==> src/rtl/ext_exit_ctrl_pkg.sv <==
// ext_exit_pkg
// Shared definitions for the exit controller: the controller state
// encoding, the bit offsets of the fields packed into the result word,
// and the helper that sizes the channel-index field.
package ext_exit_pkg;

  typedef enum logic [1:0] {
    ST_RUN   = 2'd0,
    ST_DRAIN = 2'd1,
    ST_DONE  = 2'd2
  } state_t;

  // The exit code always sits in the least significant bits of the result word.
  localparam int OFF_CODE = 0;

  // Width of the channel index; a single channel still gets one bit.
  function automatic int calcChw(input int nch);
    return (nch > 1) ? $clog2(nch) : 1;
  endfunction

  function automatic int offChan(input int ew);
    return ew;
  endfunction

  function automatic int offTimeout(input int ew, input int chw);
    return ew + chw;
  endfunction

  function automatic int offFail(input int ew, input int chw);
    return ew + chw + 1;
  endfunction

  function automatic int offDone(input int ew, input int chw);
    return ew + chw + 2;
  endfunction

  function automatic int outWidth(input int ew, input int chw);
    return ew + chw + 3;
  endfunction

endpackage

==> src/rtl/ext_exit_ctrl_chan.sv <==
// ext_exit_chan
// One exit-request channel: a sticky "finished" flag plus a latch that
// captures the exit code presented on the first accepted request.
// Ports:
//   CLK      - clock, rising edge
//   RST_N    - synchronous active-low reset
//   en       - request acceptance window from the controller
//   finish   - exit request from the hart
//   exitcode - exit code accompanying the request
//   fin      - sticky flag, set by the first accepted request
//   code     - exit code captured with that first request
module ext_exit_chan #(
  parameter int EW = 8
) (
  input  logic          CLK,
  input  logic          RST_N,
  input  logic          en,
  input  logic          finish,
  input  logic [EW-1:0] exitcode,
  output logic          fin,
  output logic [EW-1:0] code
);

  // Once fin is set the channel ignores every later request, so the
  // first reported exit code is the one that sticks.
  always_ff @(posedge CLK) begin
    if (!RST_N) begin
      fin  <= 1'b0;
      code <= '0;
    end else if (en && finish && !fin) begin
      fin  <= 1'b1;
      code <= exitcode;
    end
  end

endmodule

==> src/rtl/ext_exit_ctrl.sv <==
// ext_exit_ctrl
// Collects exit requests from NCH harts, decides when the run is over
// (all channels finished, or any channel finished, depending on MODE),
// waits DRAIN cycles and then raises done with a pass/fail verdict.
// An optional watchdog ends a run that never terminates.
// Ports:
//   CLK   - clock, rising edge
//   RST_N - synchronous active-low reset
//   arg   - per-channel {finish, exitcode}, channel i at [i*(1+EW) +: 1+EW]
//   out   - registered {done, fail, timeout, chan, code}
module ext_exit_ctrl
  import ext_exit_pkg::*;
#(
  parameter  int NCH     = 2,
  parameter  int EW      = 8,
  parameter  int MODE    = 0,
  parameter  int DRAIN   = 4,
  parameter  int TIMEOUT = 0,
  localparam int CHW     = calcChw(NCH),
  localparam int OW      = outWidth(EW, CHW)
) (
  input  logic                  CLK,
  input  logic                  RST_N,
  input  logic [NCH*(1+EW)-1:0] arg,
  output logic [OW-1:0]         out
);

  localparam int          SW         = 1 + EW;
  localparam logic [31:0] WD_LAST    = 32'(TIMEOUT - 1);
  localparam logic [7:0]  DRAIN_LOAD = 8'(DRAIN - 1);

  state_t          r_state;
  logic            r_stop;
  logic            r_done;
  logic            r_fail;
  logic            r_timeout;
  logic [CHW-1:0]  r_chan;
  logic [EW-1:0]   r_code;
  logic [7:0]      r_drainCnt;
  logic [31:0]     r_wdCnt;

  logic            w_en;
  logic [NCH-1:0]  w_finish;
  logic [NCH-1:0]  w_fin;
  logic [NCH-1:0]  w_accept;
  logic [NCH-1:0]  w_finNext;
  logic [NCH-1:0]  w_chanFail;
  logic [EW-1:0]   w_codeLat [NCH];
  logic            w_term;
  logic            w_wdHit;
  logic            w_anyFail;
  logic [CHW-1:0]  w_failIdx;
  logic [EW-1:0]   w_failCode;

  // Requests are only taken while running and before a stop decision;
  // the decision itself takes effect one edge later.
  assign w_en = (r_state == ST_RUN) && !r_stop;

  genvar gi;
  generate
    for (gi = 0; gi < NCH; gi++) begin : g_chan
      assign w_finish[gi] = arg[gi*SW + EW];

      ext_exit_chan #(.EW(EW)) u_chan (
        .CLK      (CLK),
        .RST_N    (RST_N),
        .en       (w_en),
        .finish   (w_finish[gi]),
        .exitcode (arg[gi*SW +: EW]),
        .fin      (w_fin[gi]),
        .code     (w_codeLat[gi])
      );

      assign w_accept[gi]   = w_en && w_finish[gi] && !w_fin[gi];
      assign w_chanFail[gi] = w_fin[gi] && (w_codeLat[gi] != '0);
    end
  endgenerate

  // The terminate test includes channels finishing on this very edge.
  assign w_finNext = w_fin | w_accept;
  assign w_term    = w_en && ((MODE == 0) ? (&w_finNext) : (|w_finNext));
  assign w_wdHit   = (TIMEOUT != 0) && w_en && !w_term && (r_wdCnt == WD_LAST);

  // Lowest-index failing channel: scanning downwards lets lower indices
  // overwrite higher ones. Failures are seen one edge after latching, so
  // failures from different cycles are still recorded in arrival order.
  always_comb begin
    w_anyFail  = 1'b0;
    w_failIdx  = '0;
    w_failCode = '0;
    for (int i = NCH - 1; i >= 0; i--) begin
      if (w_chanFail[i]) begin
        w_anyFail  = 1'b1;
        w_failIdx  = CHW'(i);
        w_failCode = w_codeLat[i];
      end
    end
  end

  // Controller: RUN collects results and runs the watchdog, DRAIN counts
  // down, DONE holds the verdict until reset. A watchdog expiry overrides
  // any failure recorded earlier.
  always_ff @(posedge CLK) begin
    if (!RST_N) begin
      r_state    <= ST_RUN;
      r_stop     <= 1'b0;
      r_done     <= 1'b0;
      r_fail     <= 1'b0;
      r_timeout  <= 1'b0;
      r_chan     <= '0;
      r_code     <= '0;
      r_drainCnt <= '0;
      r_wdCnt    <= '0;
    end else begin
      case (r_state)
        ST_RUN: begin
          if (!r_stop && (r_wdCnt != '1)) begin
            r_wdCnt <= r_wdCnt + 32'd1;
          end
          if (w_wdHit) begin
            r_stop    <= 1'b1;
            r_timeout <= 1'b1;
            r_fail    <= 1'b1;
            r_chan    <= '0;
            r_code    <= '1;
          end else begin
            if (w_term) begin
              r_stop <= 1'b1;
            end
            if (!r_fail && w_anyFail) begin
              r_fail <= 1'b1;
              r_chan <= w_failIdx;
              r_code <= w_failCode;
            end
          end
          if (r_stop) begin
            r_state    <= ST_DRAIN;
            r_drainCnt <= DRAIN_LOAD;
          end
        end
        ST_DRAIN: begin
          if (r_drainCnt == 8'd0) begin
            r_state <= ST_DONE;
            r_done  <= 1'b1;
          end else begin
            r_drainCnt <= r_drainCnt - 8'd1;
          end
        end
        ST_DONE: begin
          r_done <= 1'b1;
        end
        default: begin
          r_state <= ST_RUN;
        end
      endcase
    end
  end

`ifdef SIMULATION
  // Report the verdict on the edge that enters DONE, then end the run.
  always_ff @(posedge CLK) begin
    if (RST_N && (r_state == ST_DRAIN) && (r_drainCnt == 8'd0)) begin
      if (!r_fail) begin
        $display("PASS");
      end else if (r_timeout) begin
        $display("FAIL (timeout)");
      end else begin
        $display("FAIL (chan %0d, code %0d)", r_chan, r_code);
      end
      $finish;
    end
  end
`endif

  assign out = {r_done, r_fail, r_timeout, r_chan, r_code};

endmodule

==> config.mk <==
export PLATFORM = sky130hd
export DESIGN_NAME = ext_exit_ctrl
export DESIGN_NICKNAME = d
export VERILOG_FILES = /design/src/rtl/ext_exit_ctrl_pkg.sv /design/src/rtl/ext_exit_ctrl_chan.sv /design/src/rtl/ext_exit_ctrl.sv
export SDC_FILE = /design/constraint.sdc
export NUM_CORES = 1
export LEC_CHECK = 0
export CORE_ASPECT_RATIO = 1.5
export CORE_MARGIN = 2
export CORE_UTILIZATION = 52
export CTS_BUF_LIST = sky130_fd_sc_hd__clkbuf_16
export CTS_CLUSTER_SIZE = 14
export DETAILED_ROUTE_END_ITERATION = 8
export PLACE_DENSITY = 0.86
export SKIP_CTS_REPAIR_TIMING = 1
export SKIP_LAST_GASP = 1
export SYNTH_ARGS = -nofsm -noshare
export SYNTH_HDL_FRONTEND = slang
export SYNTH_SLANG_ARGS = --single-unit
==> constraint.sdc <==
create_clock -name CLK -period 4.9 [get_ports CLK]
set_input_delay 1.47 -clock CLK [delete_from_list [all_inputs] [get_ports CLK]]
set_output_delay 1.47 -clock CLK [all_outputs]
set_load 0.02 [all_outputs]
==> results.txt, run 1 <==
Outcome -> finished, final reports clean
M1 GR Usage -> 22.36%
Tcrit/Tclk final -> 62.86%
Maximum vdd ir drop -> 0.0004731 V
Initial Util -> 53.17%
Critical Path Sink -> g_chan[0].u_chan.code[0]$_SDFFE_PN0P_
Pin count of the biggest net entering global routing -> 25
Clock latency on the worst-skew pair -> 280 ps
Routed wire per std cell -> 14.97 um
WHS -> 469.1 ps
Req. time, crit path -> 5040 ps
N_diodes -> 0
Via-to-Cell Ratio -> 5.854
Residual DRC -> 0
GRT Max-Usage Layer -> met2
Clk slew on worst S/H paths -> 50 ps
Max-cap violations -> 0
Post-synth EDFFs -> 0
Synth top area share -> 44.94%
Clk sinks -> 40
H-tree depth -> 2
Worst-Margin Slew -> 1170 ps
Syn Area/Cell -> 9.683 sq um
Fin area -> 0.002186 sq mm
Dpl hpwl -> 2.654 mm
CTS Root Cell -> clkbuf_16
Dominant synthesized flop cell -> dfxtp_1
Total GRT Usage -> 21.02%
CTS Buf Count -> 5
Most common cell after layout, fill and taps aside -> dfxtp_1
Starting DRT DRC Count -> 37
Hold Fails Final Rpt -> 0
Sequential share of the synthesized area -> 44.94%
Post-synth net total -> 206
Leakage power -> 0.8401 nW
Distinct cell type count after synthesis -> 43
R2r setup slk -> 2700 ps
Layout area overhead -> 22.68%
Seq cells post-synth -> 40
Max_slew headroom -> 21.77%
First-pass DRT Iterations -> 5
Fmax -> 324.7 MHz
Critical path class -> input pin to flop
Largest cells by area after synthesis -> dfxtp_1 (45%), mux2i_1 (9.0%), nor2_1 (5.3%)
Critical Path Start Type -> input pin
Crit path capture type -> flop
Post-route clock skew -> 1.719 ps
Vias -> 1446
Chip width -> 51.80 um
Initial antenna violation count -> 0
Die area -> 0.003920 sq mm
Core box area -> 0.003351 sq mm
Crit path time final -> 3080 ps
Antenna-violating nets left -> 0
Post-Route WL -> 3.698 mm
I/O pin cnt -> 32
Core Util, Final -> 65.24%
CP Launch Point -> arg[8]
Crit Reg-Reg Endpoint -> g_chan[0].u_chan.code[0]$_SDFFE_PN0P_
Slew Limit Fails -> 0
Share of cells above drive strength 1 -> 6.341%
RSZ-0062 raised after global routing -> false
Ys async rst share -> 0%
R2R Path Start -> r_state[0]$_SDFFE_PN0P_
Fin Setup TNS -> 0 ps
HP Class -> flop to flop
Met2 global-route usage -> 37.04%
CTS tree -> built
GPL Wtd Cong -> 0.7908
DP Area -> 0.002053 sq mm
Met3 usage -> 6.078%
YS warnings -> 0
Worst Path Max Fanout -> 8
# port buffers -> 30
Die height -> 75.69 um
Most frequent cells in the layout -> dfxtp_1 (40), clkdlybuf4s50_1 (30), nor2_1 (25)
# rows -> 26
Cells after synthesis -> 184
Fin nets -> 227
First-pass GRT wire length -> 5.954 mm
Post-Syn Area -> 0.001782 sq mm
Final setup viols -> 0
CTS Buffer Depth -> 2
Pwr/cell area -> 697.7 mW/mm^2
Area leader, netlist -> dfxtp_1
GRT Residual Overflow -> 0
Critical path data arrival time -> 3220 ps
Worst reg2reg path depth -> 4
Vias in the first global route -> 1336
-- metal layers --
metal / vias up / routed length, um
li1: 717 / -
met2: 46 / 1997
met1: 674 / 1438
met4: 0 / 87
met5: - / 0
met3: 9 / 175
-- metrics by stage --
step	std cells	worst slack (ps)	total power [mW]
after floorplan	184	2622	1.060
after detailed placement	240	1544	1.226
after global placement	240	1558	1.214
final	247	1820	1.525
after global routing	247	1729	1.624
after CTS	247	1836	1.530
-- registers in the layout, summed over array words and instances, names as in the netlist --
signal / cells
g_chan.u_chan.code: 16
r_code: 8
r_drainCnt: 8
g_chan.u_chan.fin: 2
r_state: 2
r_chan: 1
r_done: 1
r_fail: 1
r_stop: 1
-- worst max-delay path: stages --
cell	delay, ps
clkdlybuf4s50_1	480
nor4b_2	940
mux2i_1	280
nor2_1	50
-- power breakdown --
part           internal [mW]  switching, mW
sequential             0.446          0.121
combinational          0.313          0.348
clock                  0.182          0.115
-- cells in the mapped netlist (all sizes together), types with 2 or more instances --
| cell type | n |
|---|---|
| ha | 2 |
| inv | 5 |
| buf | 9 |
| o211a | 2 |
| or2 | 2 |
| a31oi | 2 |
| o31ai | 9 |
| nor2 | 25 |
| mux2i | 16 |
| or4 | 7 |
| nor4b | 3 |
| o211ai | 3 |
| a21oi | 15 |
| o21ai | 5 |
| xor2 | 3 |
| o21a | 2 |
| clkbuf | 7 |
| a32oi | 8 |
| dfxtp | 40 |
| or3 | 2 |
-- final cells by class --
type,count,area (sq um)
clock inverters,2,7.507
well taps,42,52.55
flip-flops and latches,40,800.8
inverters,5,18.77
repair buffers,30,300.3
fillers,287,1165
clock buffers,5,125.1
multi-input cells,123,880.8
-- worst min path at each step --
| stage | startpoint | cells after the start | slack [ps] | to |
|---|---|---|---|---|
| after floorplan | r_drainCnt[0]$_SDFFE_PN0P_ | 1 | 430 | r_drainCnt[0]$_SDFFE_PN0P_ |
| after global placement | r_drainCnt[0]$_SDFFE_PN0P_ | 1 | 450 | r_drainCnt[0]$_SDFFE_PN0P_ |
| after detailed placement | r_done$_SDFFE_PN0P_ | 2 | 460 | r_done$_SDFFE_PN0P_ |
| after CTS | r_done$_SDFFE_PN0P_ | 2 | 470 | r_done$_SDFFE_PN0P_ |
| after global routing | r_done$_SDFFE_PN0P_ | 2 | 500 | r_done$_SDFFE_PN0P_ |
| final | r_done$_SDFFE_PN0P_ | 2 | 470 | r_done$_SDFFE_PN0P_ |
-- cell families (layout without fill, tap and decap cells) --
family,Yosys count,in the layout,synth area share [%]
xor gates and xnor gates,3,3,1.475
AOI/OAI and AO/OA,51,51,20.37
adders and majority gates,2,2,1.404
other,1,1,0.2105
buffers and inverters,21,42,6.320
DFF,40,40,44.94
muxes,16,16,8.989
and+or+nand+nor,50,50,16.29
Power figures use the tool's default switching activity.
==> inputs of run 2 (changes only) <==
--- a/config.mk
+++ b/config.mk
@@ -7,11 +7,11 @@
 export LEC_CHECK = 0
 export CORE_ASPECT_RATIO = 1.5
 export CORE_MARGIN = 2
-export CORE_UTILIZATION = 52
+export CORE_UTILIZATION = 51
 export CTS_BUF_LIST = sky130_fd_sc_hd__clkbuf_16
 export CTS_CLUSTER_SIZE = 14
 export DETAILED_ROUTE_END_ITERATION = 8
-export PLACE_DENSITY = 0.86
+export PLACE_DENSITY = 0.85
 export SKIP_CTS_REPAIR_TIMING = 1
 export SKIP_LAST_GASP = 1
 export SYNTH_ARGS = -nofsm -noshare
==> constraint.sdc (replaced) <==
create_clock -name CLK -period 3.1 [get_ports CLK]
set_input_delay 0.93 -clock CLK [delete_from_list [all_inputs] [get_ports CLK]]
set_output_delay 0.93 -clock CLK [all_outputs]
set_load 0.02 [all_outputs]
==> results.txt, run 2 (same netlist as run 1, synthesis figures left out) <==
Worst-Margin Slew -> 593.2 ps (-577.1 ps)
Switching Fraction -> 38.40% (about the same)
N_diodes -> 0 (unchanged)
Crit Reg-Reg Endpoint -> r_code[4]$_SDFFE_PN0P_
Die area -> 0.003992 sq mm (+1.8%)
Chip width -> 52.26 um (+0.90%)
Via-to-Cell Ratio -> 5.738 (-2.0%)
CP Launch Point -> RST_N
Flop pwr share -> 36.7% (-0.5 points)
Clk sinks -> 40 (unchanged)
Leakage power -> 0.8662 nW (+3.1%)
Req. time, crit path -> 3330 ps (-1710 ps)
Routed wire per std cell -> 14.81 um (-1.1%)
Outcome -> finished, final reports clean
Critical path data arrival time -> 2450 ps (-770 ps)
Clk slew on worst S/H paths -> 60 ps (about the same)
Antenna-violating nets left -> 0 (unchanged)
Most common cell after layout, fill and taps aside -> dfxtp_1
Die height -> 76.39 um (+0.92%)
CTS Root Cell -> clkbuf_16
Psw -> 936.5 uW (+60%)
Maximum vdd ir drop -> 0.0005972 V (+26%)
Crit path time final -> 2223 ps
HP Class -> flop to flop
Internal power -> 1.502 mW (+60%)
RSZ-0062 raised after global routing -> false
Fin Setup TNS -> 0 ps (unchanged)
Core box area -> 0.003383 sq mm (+0.97%)
Vias in the first global route -> 1377 (+3.1%)
Largest regs -> g_chan.u_chan.code x16, r_code x8, r_drainCnt x8
Critical Path Sink -> r_drainCnt[5]$_SDFFE_PN0P_
CTS Buffer Depth -> 2 (unchanged)
First-pass DRT Iterations -> 4 (-1)
Critical Path Max Stage Delay -> 560 ps (-380 ps)
H-tree depth -> 2 (unchanged)
Tcrit/Tclk final -> 71.71%
# rows -> 26 (unchanged)
CP max stage cell -> or4_1
# port buffers -> 30 (unchanged)
Biggest register -> g_chan.u_chan.code
WP buf/inv -> 2 (+1)
Initial Util -> 52.66% (-0.51 points)
Pin count of the biggest net entering global routing -> 17 (-32%)
Share of cells above drive strength 1 -> 9.048% (+2.7 points)
Clk pwr share -> 19.9% (+0.4 points)
First-pass GRT wire length -> 6.403 mm (+7.5%)
Final setup viols -> 0 (unchanged)
Initial antenna violation count -> 0 (unchanged)
Vias -> 1446 (unchanged)
Critical Path Start Type -> input pin
Worst reg2reg path depth -> 4 (unchanged)
Pwr/cell area -> 1098 mW/mm^2 (+57%)
Post-route clock skew -> 2.542 ps (+0.8232 ps)
R2R Path Start -> g_chan[1].u_chan.code[4]$_SDFFE_PN0P_
Fin nets -> 231 (+1.8%)
CP delay by family, top -> buffers and inverters
Worst Path Max Fanout -> 13 (+5)
GRT Residual Overflow -> 0 (unchanged)
WP depth -> 5 (+1)
Max_slew headroom -> 60.03% (+38 points)
CTS Buf Count -> 5 (unchanged)
Hold Fails Final Rpt -> 0 (unchanged)
I/O pin cnt -> 32 (unchanged)
R2r setup slk -> 1200 ps (-1500 ps)
CP cell instances -> clkdlybuf4s50_1 > buf_4 > o21ai_0 > or4_1 > nand2_1
Comb power frac -> 43.4% (about the same)
Starting DRT DRC Count -> 44 (+19%)
Most frequent cells in the layout -> dfxtp_1 (40), clkdlybuf4s50_1 (30), nor2_1 (25)
Critical path class -> input pin to flop
Slew Limit Fails -> 0 (unchanged)
Power Total -> 2.439 mW (+60%)
Total GRT Usage -> 21.25% (+0.23 points)
Fmax -> 449.8 MHz
Max reg flops -> 16 (unchanged)
Crit path capture type -> flop
Residual DRC -> 0 (unchanged)
Clock latency on the worst-skew pair -> 280 ps (about the same)
Max-cap violations -> 0 (unchanged)
GPL Wtd Cong -> 0.7685 (-2.8%)
Layout area overhead -> 24.72%
Post-Route WL -> 3.733 mm (+0.95%)
CTS tree -> built
Dpl hpwl -> 2.822 mm (+6.4%)
run 2: cell count changes in the layout (fill, tap and decap cells not counted):
cell / before / now
buf_4: 0 / 4
clkinv_1: 2 / 1
clkinv_2: 0 / 2
run 2: power groups by stage:
stage / clock network, mW / registers (mW) / logic (mW)
2_1_floorplan: 0 / 0.896 / 0.778
3_3_place_gp: 0 / 0.895 / 1.04
3_5_place_dp: 0 / 0.900 / 1.06
4_1_cts: 0.492 / 0.891 / 1.06
5_1_grt: 0.515 / 0.924 / 1.16
6_report: 0.486 / 0.895 / 1.06
run 2: cell type report:
type                    count  area (sq um)
multi-input cells         123         880.8
clock inverters             3         13.76
inverters                   5         18.77
well taps                  42         52.55
repair buffers             34         330.3
fillers                   283          1161
flip-flops and latches     40         800.8
clock buffers               5         125.1
run 2: worst min-delay path by stage:
| stage | start | endpoint | slack (ps) | cells past startpoint |
|---|---|---|---|---|
| after floorplan | r_drainCnt[0]$_SDFFE_PN0P_ | r_drainCnt[0]$_SDFFE_PN0P_ | 430 | 1 |
| after global placement | r_drainCnt[0]$_SDFFE_PN0P_ | r_drainCnt[0]$_SDFFE_PN0P_ | 450 | 1 |
| after detailed placement | r_drainCnt[0]$_SDFFE_PN0P_ | r_drainCnt[0]$_SDFFE_PN0P_ | 450 | 1 |
| after CTS | r_drainCnt[0]$_SDFFE_PN0P_ | r_drainCnt[0]$_SDFFE_PN0P_ | 460 | 1 |
| after global routing | r_done$_SDFFE_PN0P_ | r_done$_SDFFE_PN0P_ | 480 | 2 |
| final | r_drainCnt[0]$_SDFFE_PN0P_ | r_drainCnt[0]$_SDFFE_PN0P_ | 460 | 1 |
run 2: layer usage:
layer / track usage [%] / part of all wire, %
met1: 24.03 / 39
met2: 36.46 / 55
met3: 5.490 / 3.5
met4: 8.974 / 3.0
met5: 0 / 0
run 2: metrics by stage:
stage / utilization (%) / cell area, sq um / std cells / worst slack [ps] / hold slack (ps)
floorplan: - / 1782 / 184 / 1362 / 425.3
global placement: 61.58 / 2083 / 244 / 640.6 / 446.8
detailed placement: 61.58 / 2083 / 244 / 613.3 / 453.6
CTS: 65.68 / 2222 / 252 / 882.3 / 463.0
global route: 65.68 / 2222 / 252 / 774.5 / 482.8
finish: 65.68 / 2222 / 252 / 876.9 / 459.9
==> inputs of run 3 (changes only) <==
==> constraint.sdc (replaced) <==
create_clock -name CLK -period 2.2 [get_ports CLK]
set_input_delay 0.66 -clock CLK [delete_from_list [all_inputs] [get_ports CLK]]
set_output_delay 0.66 -clock CLK [all_outputs]
set_load 0.02 [all_outputs]
==> results.txt, run 3 (same netlist as run 1, synthesis figures left out) <==
First-pass DRT Iterations -> 4 (unchanged)
Starting DRT DRC Count -> 29 (-34%)
Die height -> 76.39 um (unchanged)
Post-route clock skew -> 4.911 ps (+2.369 ps)
Share of cells above drive strength 1 -> 8.571% (-0.48 points)
Power Total -> 3.433 mW (+41%)
Die area -> 0.003992 sq mm (unchanged)
Pin count of the biggest net entering global routing -> 18 (+1)
Clk sinks -> 40 (unchanged)
Clock latency on the worst-skew pair -> 280 ps (about the same)
Fin Setup TNS -> 0 ps (unchanged)
Largest regs -> g_chan.u_chan.code x16, r_code x8, r_drainCnt x8
Req. time, crit path -> 1540 ps (-1790 ps)
GRT Residual Overflow -> 0 (unchanged)
Critical Path Start Type -> flop
CTS Root Cell -> clkbuf_16
RSZ-0062 raised after global routing -> false
Crit path time final -> 1940 ps
# rows -> 26 (unchanged)
Layout area overhead -> 24.79% (about the same)
Initial antenna violation count -> 0 (unchanged)
Vias -> 1467 (+1.5%)
Post-Route WL -> 3.797 mm (+1.7%)
Via-to-Cell Ratio -> 5.821 (+1.5%)
WHS -> 461.1 ps (+1.217 ps)
Most common cell after layout, fill and taps aside -> dfxtp_1
# port buffers -> 30 (unchanged)
Most frequent cells in the layout -> dfxtp_1 (40), clkdlybuf4s50_1 (30), nor2_1 (25)
I/O pin cnt -> 32 (unchanged)
Outcome -> finished, final reports clean
Worst Path Max Fanout -> 4 (-9)
Slew Limit Fails -> 0 (unchanged)
Clk slew on worst S/H paths -> 50 ps (about the same)
Flop pwr share -> 36.6% (about the same)
Comb power frac -> 44.1% (+0.7 points)
CP max stage cell -> clkdlybuf4s50_1
Critical path data arrival time -> 1280 ps (-1170 ps)
Residual DRC -> 0 (unchanged)
Pwr/cell area -> 1544 mW/mm^2 (+41%)
Hold Fails Final Rpt -> 0 (unchanged)
Dpl hpwl -> 2.860 mm (+1.3%)
CTS Buffer Depth -> 2 (unchanged)
Core box area -> 0.003383 sq mm (unchanged)
Antenna-violating nets left -> 0 (unchanged)
CTS Buf Count -> 5 (unchanged)
Fmax -> 515.4 MHz
Biggest register -> g_chan.u_chan.code
GPL Wtd Cong -> 0.7878 (+2.5%)
Chip width -> 52.26 um (unchanged)
Total GRT Usage -> 21.49% (+0.24 points)
N_diodes -> 0 (unchanged)
Max reg flops -> 16 (unchanged)
Critical path class -> flop to output port
Maximum vdd ir drop -> 0.0009185 V (+54%)
DP Area -> 0.002091 sq mm (+0.36%)
Clk pwr share -> 19.4% (-0.5 points)
CP delay by family, top -> buffers and inverters
Tcrit/Tclk final -> 88.20%
Crit path capture type -> output port
Leakage power -> 0.8646 nW (-0.18%)
Psw -> 1.317 mW (+41%)
HP Class -> flop to flop
Internal power -> 2.116 mW (+41%)
Final setup viols -> 0 (unchanged)
H-tree depth -> 2 (unchanged)
Vias in the first global route -> 1420 (+3.1%)
Fin area -> 0.002223 sq mm (about the same)
WP buf/inv -> 1 (-1)
Initial Util -> 52.66% (unchanged)
Fin nets -> 232 (+0.43%)
Critical Path Max Stage Delay -> 620 ps (+60 ps)
Switching Fraction -> 38.36% (about the same)
CP cell instances -> clkdlybuf4s50_1
First-pass GRT wire length -> 6.465 mm (+0.97%)
CTS tree -> built
Routed wire per std cell -> 15.07 um (+1.7%)
Max-cap violations -> 0 (unchanged)
## run 3: cell count changes in the layout (fill, tap and decap cells not counted)
| cell | change |
|---|---|
| clkinv_1 | +1 |
| buf_4 | +1 |
| clkinv_2 | -2 |
## run 3: metal layers
layer / up-vias / track usage (%) / wire (um)
li1: 732 / - / -
met1: 687 / 23.03 / 1471
met2: 40 / 38.48 / 2081
met3: 8 / 5.294 / 161
met4: 0 / 8.718 / 83
met5: - / 0 / 0
## run 3: cell type report
cell class | instances | area, sq um
timing repair buffer | 35 | 337.8
clock buffer | 5 | 125.1
tap | 42 | 52.55
multi-input combinational | 123 | 880.8
inverter | 5 | 18.77
clock inverter | 2 | 7.507
sequential | 40 | 800.8
fill | 279 | 1160
## run 3: power groups by stage
stage	registers (mW)	clock network (mW)	logic (mW)
final	1.26	0.665	1.51
after global routing	1.30	0.703	1.65
after CTS	1.25	0.672	1.52
after detailed placement	1.27	0	1.50
after global placement	1.26	0	1.46
after floorplan	1.26	0	1.10
## run 3: metrics by stage
step                      utilization (%)  worst slack, ps  std cells
final                               65.72            259.6        252
after global routing                65.72            161.4        252
after CTS                           65.72            258.2        252
after detailed placement            61.80            172.7        245
after global placement              61.80            245.5        245
after floorplan                         -            472.2        184
## run 3: path summary, 6_finish.rpt
path | start | depth (start not counted) | slack [ps] | end
max | r_fail$_SDFFE_PN0P_ | 1 | 260 | out[10]
min | r_drainCnt[0]$_SDFFE_PN0P_ | 1 | 460 | r_drainCnt[0]$_SDFFE_PN0P_
max reg2reg | g_chan[1].u_chan.code[4]$_SDFFE_PN0P_ | 4 | 290 | r_code[6]$_SDFFE_PN0P_
min reg2reg | r_drainCnt[0]$_SDFFE_PN0P_ | 1 | 460 | r_drainCnt[0]$_SDFFE_PN0P_
